<file path="config.mk">
export PLATFORM = sky130hd
export DESIGN_NAME = alu_unit
export DESIGN_NICKNAME = d
export VERILOG_FILES = /design/src/rtl/alu_pkg.sv /design/src/rtl/alu_comb.sv /design/src/rtl/alu_unit.sv
export SDC_FILE = /design/constraint.sdc
export NUM_CORES = 1
export LEC_CHECK = 0
export CORE_ASPECT_RATIO = 1.1
export CORE_MARGIN = 2
export CORE_UTILIZATION = 40
export DETAILED_ROUTE_END_ITERATION = 10
export DONT_BUFFER_PORTS = 1
export SLEW_MARGIN = 15
export SYNTH_ARGS = -nofsm -noshare
export SYNTH_HDL_FRONTEND = slang
export SYNTH_HIERARCHICAL = 1
export SYNTH_SLANG_ARGS = --single-unit
</file>
<file path="constraint.sdc">
create_clock -name clk -period 19.7 [get_ports clk]
set_input_delay 3.94 -clock clk [delete_from_list [all_inputs] [get_ports clk]]
set_output_delay 3.94 -clock clk [all_outputs]
set_load 0.01 [all_outputs]
</file>
<file path="src/rtl/alu_pkg.sv">
// alu_pkg: opcode enum and flag bit positions shared by the ALU files
package alu_pkg;
    typedef enum logic [3:0] {
        OP_ADD  = 4'd0,
        OP_SUB  = 4'd1,
        OP_AND  = 4'd2,
        OP_OR   = 4'd3,
        OP_XOR  = 4'd4,
        OP_SLL  = 4'd5,
        OP_SRL  = 4'd6,
        OP_MUL  = 4'd7,
        OP_SRA  = 4'd8,
        OP_NOT  = 4'd9,
        OP_MOVB = 4'd10
    } alu_op_e;
    localparam int FLAG_NEG   = 3;
    localparam int FLAG_ZERO  = 2;
    localparam int FLAG_CARRY = 1;
    localparam int FLAG_OVF   = 0;
endpackage

</file>
<file path="src/rtl/alu_comb.sv">
// alu_comb: combinational N-bit signed ALU result and {neg,zero,carry,overflow}
// ports: a_i, b_i operands; ctrl_i opcode; result_o result; flags_o status flags
module alu_comb
    import alu_pkg::*;
#(
    parameter int N = 8
) (
    input  logic [N-1:0] a_i,
    input  logic [N-1:0] b_i,
    input  logic [3:0]   ctrl_i,
    output logic [N-1:0] result_o,
    output logic [3:0]   flags_o
);
    localparam logic [N-1:0] N_AMT = N[N-1:0];
    logic [N:0]     sum, diff;
    logic [2*N-1:0] sll_w, srl_w, sra_w, prod;
    logic [N-1:0]   res;
    logic           c, v;
    // Shifting through a double-width window keeps the last bit shifted out
    // next to the result: just above it for SLL, just below it for SRL/SRA.
    assign sum   = {1'b0, a_i} + {1'b0, b_i};
    assign diff  = {1'b0, a_i} - {1'b0, b_i};
    assign sll_w = {{N{1'b0}}, a_i} << b_i;
    assign srl_w = {a_i, {N{1'b0}}} >> b_i;
    assign sra_w = $signed({a_i, {N{1'b0}}}) >>> b_i;
    assign prod  = $signed({{N{a_i[N-1]}}, a_i}) * $signed({{N{b_i[N-1]}}, b_i});
    always_comb begin
        res = '0;
        c   = 1'b0;
        v   = 1'b0;
        case (ctrl_i)
            OP_ADD: begin
                res = sum[N-1:0];
                c   = sum[N];
                v   = (a_i[N-1] == b_i[N-1]) && (sum[N-1] != a_i[N-1]);
            end
            OP_SUB: begin
                res = diff[N-1:0];
                c   = ~diff[N];
                v   = (a_i[N-1] != b_i[N-1]) && (diff[N-1] != a_i[N-1]);
            end
            OP_AND:  res = a_i & b_i;
            OP_OR:   res = a_i | b_i;
            OP_XOR:  res = a_i ^ b_i;
            OP_SLL: begin
                res = sll_w[N-1:0];
                c   = sll_w[N];
            end
            OP_SRL: begin
                res = srl_w[2*N-1:N];
                c   = srl_w[N-1];
            end
            OP_SRA: begin
                res = sra_w[2*N-1:N];
                // sign fill keeps feeding this bit past N, so cap it there
                c   = (b_i <= N_AMT) & sra_w[N-1];
            end
            OP_MUL: begin
                res = prod[N-1:0];
                v   = prod[2*N-1:N-1] != {(N+1){prod[N-1]}};
            end
            OP_NOT:  res = ~a_i;
            OP_MOVB: res = b_i;
            default: res = '0;
        endcase
    end
    assign result_o = res;
    always_comb begin
        flags_o             = '0;
        flags_o[FLAG_NEG]   = res[N-1];
        flags_o[FLAG_ZERO]  = res == '0;
        flags_o[FLAG_CARRY] = c;
        flags_o[FLAG_OVF]   = v;
    end
endmodule

</file>
<file path="src/rtl/alu_unit.sv">
// alu_unit: registered N-bit signed ALU, one-cycle latency
// ports: clk, rst (sync, active-high); a, b operands; ctrl opcode;
//        result registered result; flags registered {neg,zero,carry,overflow}
module alu_unit
    import alu_pkg::*;
#(
    parameter int N = 8
) (
    input  logic         clk,
    input  logic         rst,
    input  logic [N-1:0] a,
    input  logic [N-1:0] b,
    input  logic [3:0]   ctrl,
    output logic [N-1:0] result,
    output logic [3:0]   flags
);
    logic [N-1:0] result_d, result_q;
    logic [3:0]   flags_d, flags_q;
    alu_comb #(.N(N)) u_comb (
        .a_i     (a),
        .b_i     (b),
        .ctrl_i  (ctrl),
        .result_o(result_d),
        .flags_o (flags_d)
    );
    always_ff @(posedge clk) begin
        if (rst) begin
            result_q <= '0;
            flags_q  <= '0;
        end else begin
            result_q <= result_d;
            flags_q  <= flags_d;
        end
    end
    assign result = result_q;
    assign flags  = flags_q;
endmodule

</file>
## Word level (Yosys, flattened, before mapping)

Index checks and enable logic that the tools add are counted.

| cells by class | value |
|---|---|
| add/subtract/negate cells | 2 |
| multipliers | 1 |
| magnitude comparators | 1 |
| equal/unequal tests | 15 |
| shift operators | 3 |
| mux-type cells | 3 |
| bitwise gates (word level) | 6 |
| reduce and logical (&&, ||, !) cells | 4 |

Operator list:

| operator | count |
|---|---|
| $pmux W8 S11 | 1 |
| $eq A4 B3 Y1 const B | 4 |
| $mul A8 B8 Y16 | 1 |
| $shr A16 B8 Y16 | 1 |
| $sshr A16 B8 Y16 | 1 |
| $eq A4 B4 Y1 const B | 3 |
| $add A8 B8 Y9 | 1 |
| $shl A8 B8 Y9 | 1 |
| $sub A8 B8 Y9 | 1 |
| $and A8 B8 Y8 | 1 |
| $eq A4 B2 Y1 const B | 2 |
| $le A8 B4 Y1 const B | 1 |
| $logic_not A8 Y1 | 1 |
| $ne A8 B8 Y1 | 1 |
| $not A8 Y8 | 1 |
| $or A8 B8 Y8 | 1 |
| $xor A8 B8 Y8 | 1 |
| $pmux W1 S5 | 1 |
| $eq A4 B1 Y1 const B | 1 |
| $logic_not A4 Y1 | 1 |
| $ne A1 B1 Y1 | 3 |
| $pmux W1 S3 | 1 |
| $logic_and A1 B1 Y1 | 2 |
| $and A1 B1 Y1 | 1 |
| other kinds (2) | 2 |

| storage, ports and cells | value |
|---|---|
| register bits | 12 |
| input bits | 22 |
| logic and storage cells | 37 |

## Logic depth before layout (Yosys ltp)

| depth | value |
|---|---|
| word-level depth | 4 |
| mapped depth | 22 |
| gate-level depth less buffers | 19 |

## Cells and area by module

Netlist, hierarchy kept.

Modules (own cells, without submodules):

| module | times used | cells an instance | area an instance (um^2) |
|---|---|---|---|
| alu_comb | 1 | 665 | 5,023.6 |
| alu_unit | 1 | 25 | 366.6 |

## Worst setup path after synthesis

No wires, ideal clock.

| path | value |
|---|---|
| path type | input-to-reg |
| start point | input b[2] |
| end point | register flags_q[0], in the netlist flags[0] |
| library setup time | 0.115 ns |
| data arrival time | 8.928 ns |
| required time | 19.585 ns |
| path slack | 10.657 ns |
| cell stages on the path | 19 |
| cells stage by stage | inv_1 -> clkbuf_1 -> nor2_1 -> fa_1 -> inv_1 -> fa_1 -> fa_1 -> fa_1 -> inv_1 -> ha_1 -> clkbuf_1 -> a21oi_1 -> a31oi_1 -> mux2i_1 -> or4_1 -> a2111oi_0 -> a211oi_1 -> buf_4 -> nor2b_2 |

| on the way | value |
|---|---|
| cells in the longest elaborated chain, start to end | 4 |

Ends and longest elaborated chain:

| what | RTL line | RTL |
|---|---|---|
| start, declared | alu_unit.sv:12 | `input logic [N-1:0] b,` |
| parallel branches: the longest is 3 deep, another holds $mul A8 B8 Y16 | n/a |  |
| $pmux W1 S3 * | alu_comb.sv:31 | `case (ctrl_i)` |
| named net u_comb.v | alu_comb.sv:18 | `logic c, v;` |
| end signal, assigned | alu_unit.sv:32 | `flags_q <= flags_d;` |
| end, declared | alu_unit.sv:18 | `logic [3:0] flags_d, flags_q;` |

Mark *: on every way through the listed nets, which the timed path passes.
A chain may end at the register's enable or synchronous reset.

## Worst setup path in the final report

| path | value |
|---|---|
| start point | input b[2] |
| end point | register flags_q[0], in the netlist flags[0] |

| on the way | value |
|---|---|
| cells in the longest elaborated chain, start to end | 4 |

Ends and longest elaborated chain:

| what | RTL line |
|---|---|
| parallel branches: the longest is 3 deep, another holds $mul A8 B8 Y16 | n/a |
| $pmux W1 S3 * | alu_comb.sv:31 |
| named net flags_d[0] | alu_unit.sv:18 |

Marks and branches as above.

==> impl_results.md <==
* Worst slew pin tran at roughly 0.77 ns
* Internal at 0.000226 W
* Final wirelength at 17.6 mm
* Crit path launch: b[2]
* Yosys warnings at 6
* Area leader, netlist: fa_1
* Mean Syn Cell Area at around 7.8 um2
* Core area at around 13000 um2
* Startpoint types: primary input
* Setup bufs post-CTS at 0
* First-pass iteration count of the detailed router at 5
* CP max stage delay at 0.74 ns
* Total global-route track usage at between 20 and 25%
* Crit. End Element: flop
* Predominant post-synthesis flop cell: dfxtp_1
* Type of the worst min-delay path: in2reg
* Total grt overflow at 0
* Met1 GRT Util at ~32%
* Psw at about 0.00026 W
* Mapped Nets at a little over 800
* Placed Cells at 810
* Sw frac at between 50% and 60%
* CTS Buffer Depth at 2
* Post-synth EDFFs at 0
* Pre-CTS setup slack at around 10 ns
* Top cells by area, synth: fa_1 21%, ha_1 13%, inv_1 7.0%, dfxtp_1 4.5%, nor2_1 3.8%
* Fin crit share at around 46%
* Status: completed
* Tmin final at between 9 and 10 ns
* Initial antenna violation count at 1
* M3 GR Usage at about 3%
* Crit path kind: in2reg
* FFs w/ async S/R, synth at 0%
* Final setup fails at 0
* Cell mode on critical path: fa_1
* Initial DRC count at between 400 and 500
* Starting Density at 41.0%
* Post-synthesis register bit count at 12
* Drt wl/cell at 21.6 um
* Final Non-Filler Cells at 815
* Gate power share at between 80% and 90%
* # clock sinks at 12
* CTS tree: built
* Crit path to: flags[0]
* Layout area overhead at 1.83%
* Slew Limit Headroom at between 40 and 50%
* Reg power frac at under 10%
* Worst-path maximum fanout at 24
* Via density at 6.29
* Total of max-cap violations at 0
* Vias at around 5.1k
* Part of the power in the clock network at under 10%
* Hold buffers post-CTS at 0
* Max rail drop VDD at ~0.12 mV
* Hold Crit Start: rst
* Seq/Total Area, Yosys at 4.46%
* CP max-delay cell: fa_1
* Crit path required time at just under 20 ns
* Worst setup margin at between 10 and 15 ns
* Synthesized area at ~5400 um2
* Final Hold Vio Count at 0
* # resized after CTS at 0
* Clock root buffer: clkbuf_16
* Die Height at ~130 um
* RePlAce Congestion at around 1
* PwrDens at approximately 90 nW/um2
* Tot Pwr at roughly 0.00048 W
* Filler cell count at 1329
* HPWL after DPL at between 10 and 15 mm
* Worst EP arrival at 9.26 ns
* # rows at 44
* Die area at 14400 um2
* First-pass GRT wire length at approximately 28 mm
* Max Fclk at between 0.1 and 0.15 GHz
* Hold WS at about 3.8 ns
* Net count, final at between 700 and 800
* Cells after Synth at between 600 and 700
* Post-synthesis cell type count at 81
* Inserted Clock Buffers at 3
* Detail Route Antenna Nets at 0
* Pin count of the biggest net entering global routing at 36
* PortBufs at 0
* Ports at 34
* Final setup TNS at 0 ns
* Vias in the first global route at about 5.1k
* Synth top area share at 21.2%
* Unrepaired setup endpoints after global routing: no
* Share of layout cells above drive strength 1 at between 5 and 6%
* Leakage power at 2.37 nW
* Max H-tree Level at 1
* Slew Limit Fails at 0
* GR peak layer: met2
* Critical-path cell list: inv_1, nor2_1, fa_1, inv_1, fa_1, fa_1, fa_1, inv_1, ha_1, a21oi_1, a31oi_1, mux2i_1, or4_1, a2111oi_0, a211oi_1, nor2b_2
* GR Layer Usage met2 at 40.5%
* DRC at 0
* Reg clk slew, reported paths at around 0.06 ns
* Die outline width at 115 um
==> Yosys cell counts (9+ instances only) <==
master    number
dfxtp_1       12
clkbuf_1      27
fa_1          57
xnor2_1       10
a21o_1         9
a21oi_1       26
nor3_1        16
inv_1        101
o21ai_0       27
a31oi_1       13
ha_1          54
nor2_1        54
nand2_1       51
mux2i_1       13
nand3_1       15
==> layer usage <==
metal,routed length (um),vias up
li1,-,2342
met1,7190,2487
met2,8430,242
met3,1060,57
met4,899,0
met5,0,-
==> area by class of cell <==
| type | count | area (um2) | share of cell area [%] |
|---|---|---|---|
| well taps | 161 | 201 | 3.67 |
| repair buffers | 4 | 30.0 | 0.547 |
| inverters | 102 | 383 | 6.98 |
| diodes | 2 | 5.00 | 0.0912 |
| flip-flops and latches | 12 | 240 | 4.38 |
| multi-input cells | 531 | 4550 | 83.0 |
| clock buffers | 3 | 75.1 | 1.37 |
==> logic make-up (layout without fill, tap and decap cells) <==
group	Yosys count	count (layout)	share of synthesized area (%)
compound gates	161	161	21.3
other cells	0	2	0
mux	18	18	3.88
buf+inv	147	109	11.0
fa+ha+maj	111	111	33.7
simple gates	226	226	23.1
flops	12	12	4.46
xor+xnor	15	15	2.44
==> critical path, delay by kind of cell <==
kind                       cells  cell delay (ns)
muxes                          1             0.14
and+or+nand+nor                3             0.92
buffers and inverters          3             0.63
AOI/OAI and AO/OA              4             0.88
adders and majority gates      5             2.71
==> cell usage in the layout (no fill, tap or decap), types with 8 or more instances in the layout <==
cell and n:
a21o_1 9, a21oi_1 26, a31oi_1 13, dfxtp_1 12
fa_1 57, ha_1 54, inv_1 101, mux2i_1 13
nand2_1 51, nand3_1 15, nand4_1 8, nor2_1 54
nor2b_2 8, nor3_1 16, o21ai_0 27, xnor2_1 10
==> how the worst min path moves through the flow <==
stage / slack, ns / cells past startpoint / to
floorplan: 4.15 / 1 / flags[3]
global placement: 4.01 / 1 / result[4]
detailed placement: 4.01 / 1 / result[7]
CTS: 3.75 / 1 / result[4]
finish: 3.75 / 1 / result[6]
global route: 3.75 / 1 / result[6]
==> flip-flops by register name, summed over array words and instances, names as in the netlist <==
signal / cells
flags: 4
result: 8
==> stage by stage <==
stage                     util, %  area (um2)
after global placement       41.1        5410
after detailed placement     41.1        5410
final                        41.7        5490
after global routing         41.7        5480
after CTS                    41.7        5480
after floorplan                 -        5390
==> power groups by stage <==
stage / combinational (W) / clock [W] / sequential, W
global route: 0.000470 / 0.0000396 / 0.0000288
CTS: 0.000411 / 0.0000379 / 0.0000285
finish: 0.000414 / 0.0000381 / 0.0000284
global placement: 0.000401 / 0 / 0.0000289
detailed placement: 0.000408 / 0 / 0.0000289
floorplan: 0.000333 / 0 / 0.0000287
Power figures use the tool's default switching activity.
